## src/rtl/ucu_pkg.sv

```systemverilog
// Shared definitions for the two-address microcode control unit:
// condition selects, microstate addresses and the microword layout.
package ucu_pkg;

   localparam logic [1:0] COND_GO   = 2'b00;
   localparam logic [1:0] COND_ZERO = 2'b01;
   localparam logic [1:0] COND_AX   = 2'b10;
   localparam logic [1:0] COND_ONE  = 2'b11;

   localparam logic [2:0] WAIT  = 3'd0;
   localparam logic [2:0] TEST  = 3'd1;
   localparam logic [2:0] CHECK = 3'd2;
   localparam logic [2:0] INC   = 3'd3;
   localparam logic [2:0] DONE  = 3'd4;
   localparam logic [2:0] SHIFT = 3'd5;

   // Control field order {ld_a, clr_cnt, inc_cnt, shift_a, done} in bits [4:0]
   localparam logic [4:0] CTL_NONE  = 5'b00000;
   localparam logic [4:0] CTL_WAIT  = 5'b11000;
   localparam logic [4:0] CTL_INC   = 5'b00100;
   localparam logic [4:0] CTL_SHIFT = 5'b00010;
   localparam logic [4:0] CTL_DONE  = 5'b00001;

   typedef struct packed {
      logic [1:0] sel;
      logic [2:0] nst;
      logic [2:0] nsf;
      logic       ldA;
      logic       clrCnt;
      logic       incCnt;
      logic       shiftA;
      logic       done;
   } uword_t;

   function automatic uword_t mkWord(input logic [1:0] sel, input logic [2:0] nst,
                                     input logic [2:0] nsf, input logic [4:0] ctl);
      uword_t w;
      w.sel    = sel;
      w.nst    = nst;
      w.nsf    = nsf;
      w.ldA    = ctl[4];
      w.clrCnt = ctl[3];
      w.incCnt = ctl[2];
      w.shiftA = ctl[1];
      w.done   = ctl[0];
      return w;
   endfunction

endpackage

```

## src/rtl/ucode_ctrl_unit_if.sv

```systemverilog
// Handshake and datapath-control bundle between the sequencer (slave)
// and the surrounding start/done logic plus ones-counting datapath (master).
interface ucode_ctrl_unit_if;

   logic       go;
   logic       a_zero;
   logic       ax;
   logic       ld_a;
   logic       clr_cnt;
   logic       inc_cnt;
   logic       shift_a;
   logic       done;
   logic [2:0] upc;

   modport master (
      output go, a_zero, ax,
      input  ld_a, clr_cnt, inc_cnt, shift_a, done, upc
   );

   modport slave (
      input  go, a_zero, ax,
      output ld_a, clr_cnt, inc_cnt, shift_a, done, upc
   );

endinterface

```

## src/rtl/ucu_cond_mux.sv

```systemverilog
// Combinational 4:1 branch-condition selector for the microsequencer.
module ucu_cond_mux
   import ucu_pkg::*;
(
   input  logic [1:0] i_sel,
   input  logic       i_go,
   input  logic       i_a_zero,
   input  logic       i_ax,
   output logic       o_cond
);

   always_comb begin
      o_cond = 1'b1;
      case (i_sel)
         COND_GO:   o_cond = i_go;
         COND_ZERO: o_cond = i_a_zero;
         COND_AX:   o_cond = i_ax;
         COND_ONE:  o_cond = 1'b1;
         default:   o_cond = 1'b1;
      endcase
   end

endmodule

```

## src/rtl/ucode_ctrl_unit.sv

```systemverilog
// Two-address microcode sequencer: uPC register, 8-word ROM and Moore decode
// of the datapath controls for the ones-counting engine.
module ucode_ctrl_unit
   import ucu_pkg::*;
#(
   parameter int UPC_W = 3
)(
   input  logic                clk,
   input  logic                rst_n,
   ucode_ctrl_unit_if.slave    bus
);

   logic [UPC_W-1:0] r_upc;
   logic [UPC_W-1:0] w_next;
   uword_t           w_word;
   logic             w_cond;

   // Unused addresses branch unconditionally to WAIT with every control idle
   always_comb begin
      w_word = mkWord(COND_ONE, WAIT, WAIT, CTL_NONE);
      case (r_upc)
         WAIT:    w_word = mkWord(COND_GO,   TEST,  WAIT,  CTL_WAIT);
         TEST:    w_word = mkWord(COND_ZERO, DONE,  CHECK, CTL_NONE);
         CHECK:   w_word = mkWord(COND_AX,   INC,   SHIFT, CTL_NONE);
         INC:     w_word = mkWord(COND_ONE,  SHIFT, SHIFT, CTL_INC);
         DONE:    w_word = mkWord(COND_GO,   DONE,  WAIT,  CTL_DONE);
         SHIFT:   w_word = mkWord(COND_ONE,  TEST,  TEST,  CTL_SHIFT);
         default: w_word = mkWord(COND_ONE,  WAIT,  WAIT,  CTL_NONE);
      endcase
   end

   ucu_cond_mux u_cond_mux (
      .i_sel    (w_word.sel),
      .i_go     (bus.go),
      .i_a_zero (bus.a_zero),
      .i_ax     (bus.ax),
      .o_cond   (w_cond)
   );

   always_comb begin
      w_next = w_word.nsf;
      if (w_cond) begin
         w_next = w_word.nst;
      end
   end

   always_ff @(posedge clk or negedge rst_n) begin
      if (!rst_n) begin
         r_upc <= WAIT;
      end else begin
         r_upc <= w_next;
      end
   end

   assign bus.ld_a    = w_word.ldA;
   assign bus.clr_cnt = w_word.clrCnt;
   assign bus.inc_cnt = w_word.incCnt;
   assign bus.shift_a = w_word.shiftA;
   assign bus.done    = w_word.done;
   assign bus.upc     = r_upc;

endmodule
```

## src/flat_wrapper.sv

```systemverilog
// flat-port wrapper written by rule: the top's interface ports become plain ports
module ucode_ctrl_unit_flat import ucu_pkg::*;
#(
   parameter int UPC_W = 3
)
  (clk, rst_n, bus_go, bus_a_zero, bus_ax, bus_ld_a, bus_clr_cnt, bus_inc_cnt, bus_shift_a, bus_done, bus_upc);
  ucode_ctrl_unit_if bus_i ();
  input  logic clk;
  input  logic rst_n;
  input wire logic [$bits(bus_i.go)-1:0] bus_go;
  input wire logic [$bits(bus_i.a_zero)-1:0] bus_a_zero;
  input wire logic [$bits(bus_i.ax)-1:0] bus_ax;
  output wire logic [$bits(bus_i.ld_a)-1:0] bus_ld_a;
  output wire logic [$bits(bus_i.clr_cnt)-1:0] bus_clr_cnt;
  output wire logic [$bits(bus_i.inc_cnt)-1:0] bus_inc_cnt;
  output wire logic [$bits(bus_i.shift_a)-1:0] bus_shift_a;
  output wire logic [$bits(bus_i.done)-1:0] bus_done;
  output wire logic [$bits(bus_i.upc)-1:0] bus_upc;
  assign bus_i.go = bus_go;
  assign bus_i.a_zero = bus_a_zero;
  assign bus_i.ax = bus_ax;
  assign bus_ld_a = bus_i.ld_a;
  assign bus_clr_cnt = bus_i.clr_cnt;
  assign bus_inc_cnt = bus_i.inc_cnt;
  assign bus_shift_a = bus_i.shift_a;
  assign bus_done = bus_i.done;
  assign bus_upc = bus_i.upc;
  ucode_ctrl_unit #(.UPC_W(UPC_W)) u_core (.clk(clk), .rst_n(rst_n), .bus(bus_i));
endmodule
```

## config.mk

```make
export PLATFORM = sky130hd
export DESIGN_NAME = ucode_ctrl_unit_flat
export DESIGN_NICKNAME = d
export VERILOG_FILES = /design/src/rtl/ucu_pkg.sv /design/src/rtl/ucode_ctrl_unit_if.sv /design/src/rtl/ucu_cond_mux.sv /design/src/rtl/ucode_ctrl_unit.sv /design/src/flat_wrapper.sv
export SDC_FILE = /design/constraint.sdc
export NUM_CORES = 1
export LEC_CHECK = 0
export CORE_AREA = 2 2 39 41
export CTS_BUF_LIST = sky130_fd_sc_hd__clkbuf_2 sky130_fd_sc_hd__clkbuf_4 sky130_fd_sc_hd__clkbuf_8
export DETAILED_ROUTE_END_ITERATION = 8
export DIE_AREA = 0 0 41 43
export SLEW_MARGIN = 20
export SYNTH_ARGS = -nofsm -noshare
export SYNTH_HDL_FRONTEND = slang
export SYNTH_SLANG_ARGS = --single-unit
```

## constraint.sdc

```tcl
create_clock -name clk -period 3.08 [get_ports clk]
set_input_delay 0.616 -clock clk [delete_from_list [all_inputs] [get_ports clk]]
set_output_delay 0.616 -clock clk [all_outputs]
set_load 0.05 [all_outputs]
```

# Yosys cells after proc, flatten, opt, wreduce, memory -nomap -nowiden
# Cells that the tools add are included.
dict set report classes {
  n_mux 3
  reduce_logical 2
  n_eq_ne 8
}
# cell n
set op_table {}
lappend op_table {{$pmux 13 s6} 1}
lappend op_table {{$eq 3x2->1 const B} 2}
lappend op_table {{$eq 3x3->1 const B} 2}
lappend op_table {{$eq 2x2->1 const B} 2}
lappend op_table {{$pmux 1 s4} 1}
lappend op_table {{$eq 3x1->1 const B} 1}
lappend op_table {{$logic_not 3->1} 1}
lappend op_table {{$mux 3} 1}
lappend op_table {{$eq 2x1->1 const B} 1}
lappend op_table {{$logic_not 2->1} 1}
dict set report totals {
  wordCells 14
  reg_bits 3
}

# Depth between registers and ports, before layout
dict set report logic_depth {
  word_depth 5
  mapped_depth 2
  depth_no_buf 2
}

# Hierarchy
# A second synthesis with hierarchy kept.
dict set report hier_totals {
  cells_unflattened 27
  hier_area_um2 232.7
}
# module seq_area_each_um2 n_inst cells_each area_per_inst_um2
set modules_own_cells {}
lappend modules_own_cells {ucode_ctrl_unit 75.1 1 24 209.0}
lappend modules_own_cells {ucu_cond_mux 0.0 1 3 23.8}

# Worst setup path before layout
# OpenSTA, ideal clock, no wires.
dict set report synth_path {
  kind {register to output}
  from {register u_core.r_upc[2] (netlist: u_core.bus.upc[2])}
  to {output bus_ld_a}
  path_buffers 1
  stages_incl_launch_ff 3
  arrival_ns 2.209
  slack_ns 0.255
  cell_sequence {dfrtp_1 -> nor3_1 -> buf_4}
}
dict set report synth_between {
  elab_chain_len 2
}
# item line
set synth_rtl {}
lappend synth_rtl {{start: declaration} ucode_ctrl_unit.sv:13} ;# logic [UPC_W-1:0] r_upc;
lappend synth_rtl {{start signal: assignment} ucode_ctrl_unit.sv:51} ;# r_upc <= w_next;
lappend synth_rtl {{$eq 3x3->1 (tied with other cells)} ucode_ctrl_unit.sv:21} ;# case (r_upc)
lappend synth_rtl {{$pmux 13 s6 (*)} ucode_ctrl_unit.sv:21}
lappend synth_rtl {{end: declaration} flat_wrapper.sv:13} ;# output wire logic [$bits(bus_i.ld_a)-1:0] bus_ld_a;
# Every way passes the cells marked *; elsewhere a longest branch is shown, timed or not.

# Final worst setup path
dict set report layout_path {
  from {register u_core.r_upc[0] (netlist: u_core.bus.upc[0])}
  to {output bus_shift_a}
}
dict set report layout_between {
  elab_chain_len 2
}
# item line
set layout_rtl {}
lappend layout_rtl {{$eq 3x3->1 (tied with other cells)} ucode_ctrl_unit.sv:21}
lappend layout_rtl {{$pmux 13 s6 (*)} ucode_ctrl_unit.sv:21}
lappend layout_rtl {{end: declaration} flat_wrapper.sv:16} ;# output wire logic [$bits(bus_i.shift_a)-1:0] bus_shift_a;
# Marks and branches as above.

==> impl_metrics.ini <==
[worst_setup_path]
critPathKind = reg2out
critPathMaxFanout = 11
worst_r2r_endpoint = u_core.bus.upc[1]
cp.arrival_ps = 1880
cp_data_required_time_ps = 2460
r2r_start = u_core.bus.upc[0]
worst_setup_end_kind = output pin
reg2reg_slack_ps = 2020
crit_path_start_kind = flop
worst-r2r-cell-count = 2

[worst_hold_path]
hp-class = in2async

[global_routing]
antenna_found_initial = 0
grt_util_met2 = 0.09063
grt_pass1_wl_um = 745
grt_start_max_net_pins = 12
grtUsageMet3 = 0.01571
first_global_vias = 212
grt.busiest_layer = met2
global_route.usage.met1 = 0.07097
global_route.overflow_total = 0
gr-usage-all-layers = 0.06633

[floorplanning]
chip_height_um = 43
ioPinCount = 13
row_count = 14
core_area_sq_um = 1384
die_w_um = 41
fp.dieArea_sq_um = 1763
initial_standard_cell_utilization_of_the_core = 0.1374

[drt]
drt_first_iter_violations = 0
drt-pass1-iter-count = 1
detail_route.drc_violations = 0
via_count = 209
viasPerCell = 4.019
route.final.wire_length_um = 480
postRouteAntennaNets = 0
wl_per_cell_um = 9.231

[sta]
post-route-period-util = 0.8108
finalSetupTns_ps = 0
report.final.setup_viol = 0
hold_viol_final = 0
final_critical_delay_including_setup_and_external_delays_ps = 2497
setup_ws_ps = 582.7
peak_freq_ghz = 0.4004
worst_slew_pin_slew_ps = 493.5
slew_violations = 0
fin_worst_skew_ps = 2.014
worst_slew_margin_rel = 0.6700
rsz0062_at_grt = no

[yosys]
post-synth-top-area-cell = dfrtp_1
synth_top_cell_area_share = 0.3947
synthesis.instances = 21
synth.lib_cells_used.distinct = 16
sequential_fraction_of_the_synthesis_area = 0.3947
synth-compound-area-share = 0.1118
synthMuxAreaShare = 0
ys_seq_elements = 3
mappedNetlistArea_sq_um = 190.2
yosys-top-cells-area = dfrtp_1 (39%), nand2b_1 (6.6%), nand4bb_1 (5.9%)
synth-xor-area-share = 0
synth_top_family_by_area = simple AND/OR/NAND/NOR gates
yosys.area_share.adder = 0
ys_warn_count = 0
postSynthAreaPerCell_sq_um = 9.056
syn_nets = 26
simple_logic_cell_fraction_of_the_synthesized_area = 0.4342

[finish]
final_net_count = 42
most_frequent_standard_cell_in_the_layout_excluding_fill_and_tap_cells = clkdlybuf4s50_1
n_antenna_cell = 0
multi_input_area_sq_um = 103.9
highest_count_cells_in_the_layout_ignoring_fill_and_taps = clkdlybuf4s50_1 (12), clkbuf_4 (4), dfrtp_1 (3)
area_delta_synth_final_pct = 85.53
drive_above_1_share = 0.1111
largest_register_ff_count = 3
seq_area_sq_um = 75.07
final.fill_count = 158

[clocking]
clock_sink_count = 3
worstSkewPairLatency_ps = 230
clkSlewWorstSetupHoldPaths_ps = 40
cts_h_tree_lvls = 1
tritoncts.num_buffers = 3
postCtsSetupBuffers = 0
root_buffer = clkbuf_4
clock_tree_from_tritoncts = built
number_of_gates_resized_after_cts = 0
postCtsHoldBufs = 0
clockBufferDepth = 2

[placement]
globalplace.congestion = 0.6276
portBuffers = 12
preCtsSetupSlack_ps = 827.0
dpl.hpwl_um = 340.5

[run_status]
result_of_the_run = complete, no violations

[job]
max-cap-violations = 0
## final cells by class
| class | instances | area share |
|---|---|---|
| clock buffer | 4 | 0.08511 |
| inverter | 1 | 0.01064 |
| multi-input combinational | 16 | 0.2943 |
| sequential | 3 | 0.2128 |
| tap | 16 | 0.05674 |
| timing repair buffer | 12 | 0.3404 |
## cell families (layout without fill, tap and decap cells)
family,Yosys count,in the layout
and+or+nand+nor,13,13
AOI/OAI and AO/OA,3,3
DFF,3,3
buffers and inverters,2,17
## how the worst max path moves through the flow
stage	startpoint	end	slack, ps	depth (start not counted)
finish	u_core.bus.upc[0]	bus_shift_a	580	3
floorplan	u_core.bus.upc[2]	bus_ld_a	250	2
global placement	u_core.bus.upc[0]	bus_shift_a	860	3
CTS	u_core.bus.upc[0]	bus_shift_a	560	3
global route	u_core.bus.upc[2]	bus_done	480	3
detailed placement	u_core.bus.upc[0]	bus_shift_a	830	3
## Yosys cell counts
cell / instances
nand2_1: 1
buf_4: 1
nor2_1: 2
nand4bb_1: 1
dfrtp_1: 3
nor3_1: 2
or3b_1: 1
inv_1: 1
or2b_1: 1
nand2b_1: 2
and2b_1: 1
o221ai_1: 1
nand3b_1: 1
a22oi_1: 1
a21oi_1: 1
and3_1: 1
## worst max-delay path, cell delays in order (launching register included)
cell             delay, ps
dfrtp_1                480
or2b_1                 280
nor2_1                  90
clkdlybuf4s50_1        800
## per-layer routing
metal  up-vias  share of wire  wire [um]
met3         0          0.090         43
met2        10           0.51        243
met1        94           0.40        194
li1        105              -          -
met4         0              0          0
met5         -              0          0
## metrics by stage
step	hold WS [ps]	instances	area, sq um	utilization
after floorplan	320.4	21	190.2	-
after global placement	595.2	48	322.8	0.2333
after detailed placement	593.8	48	322.8	0.2333
after CTS	559.2	52	352.8	0.2550
after global routing	562.3	52	352.8	0.2550
final	563.1	52	352.8	0.2550
Power is not shown: default switching activity piles up to over one toggle a cycle in this logic, so the estimate is an artifact.
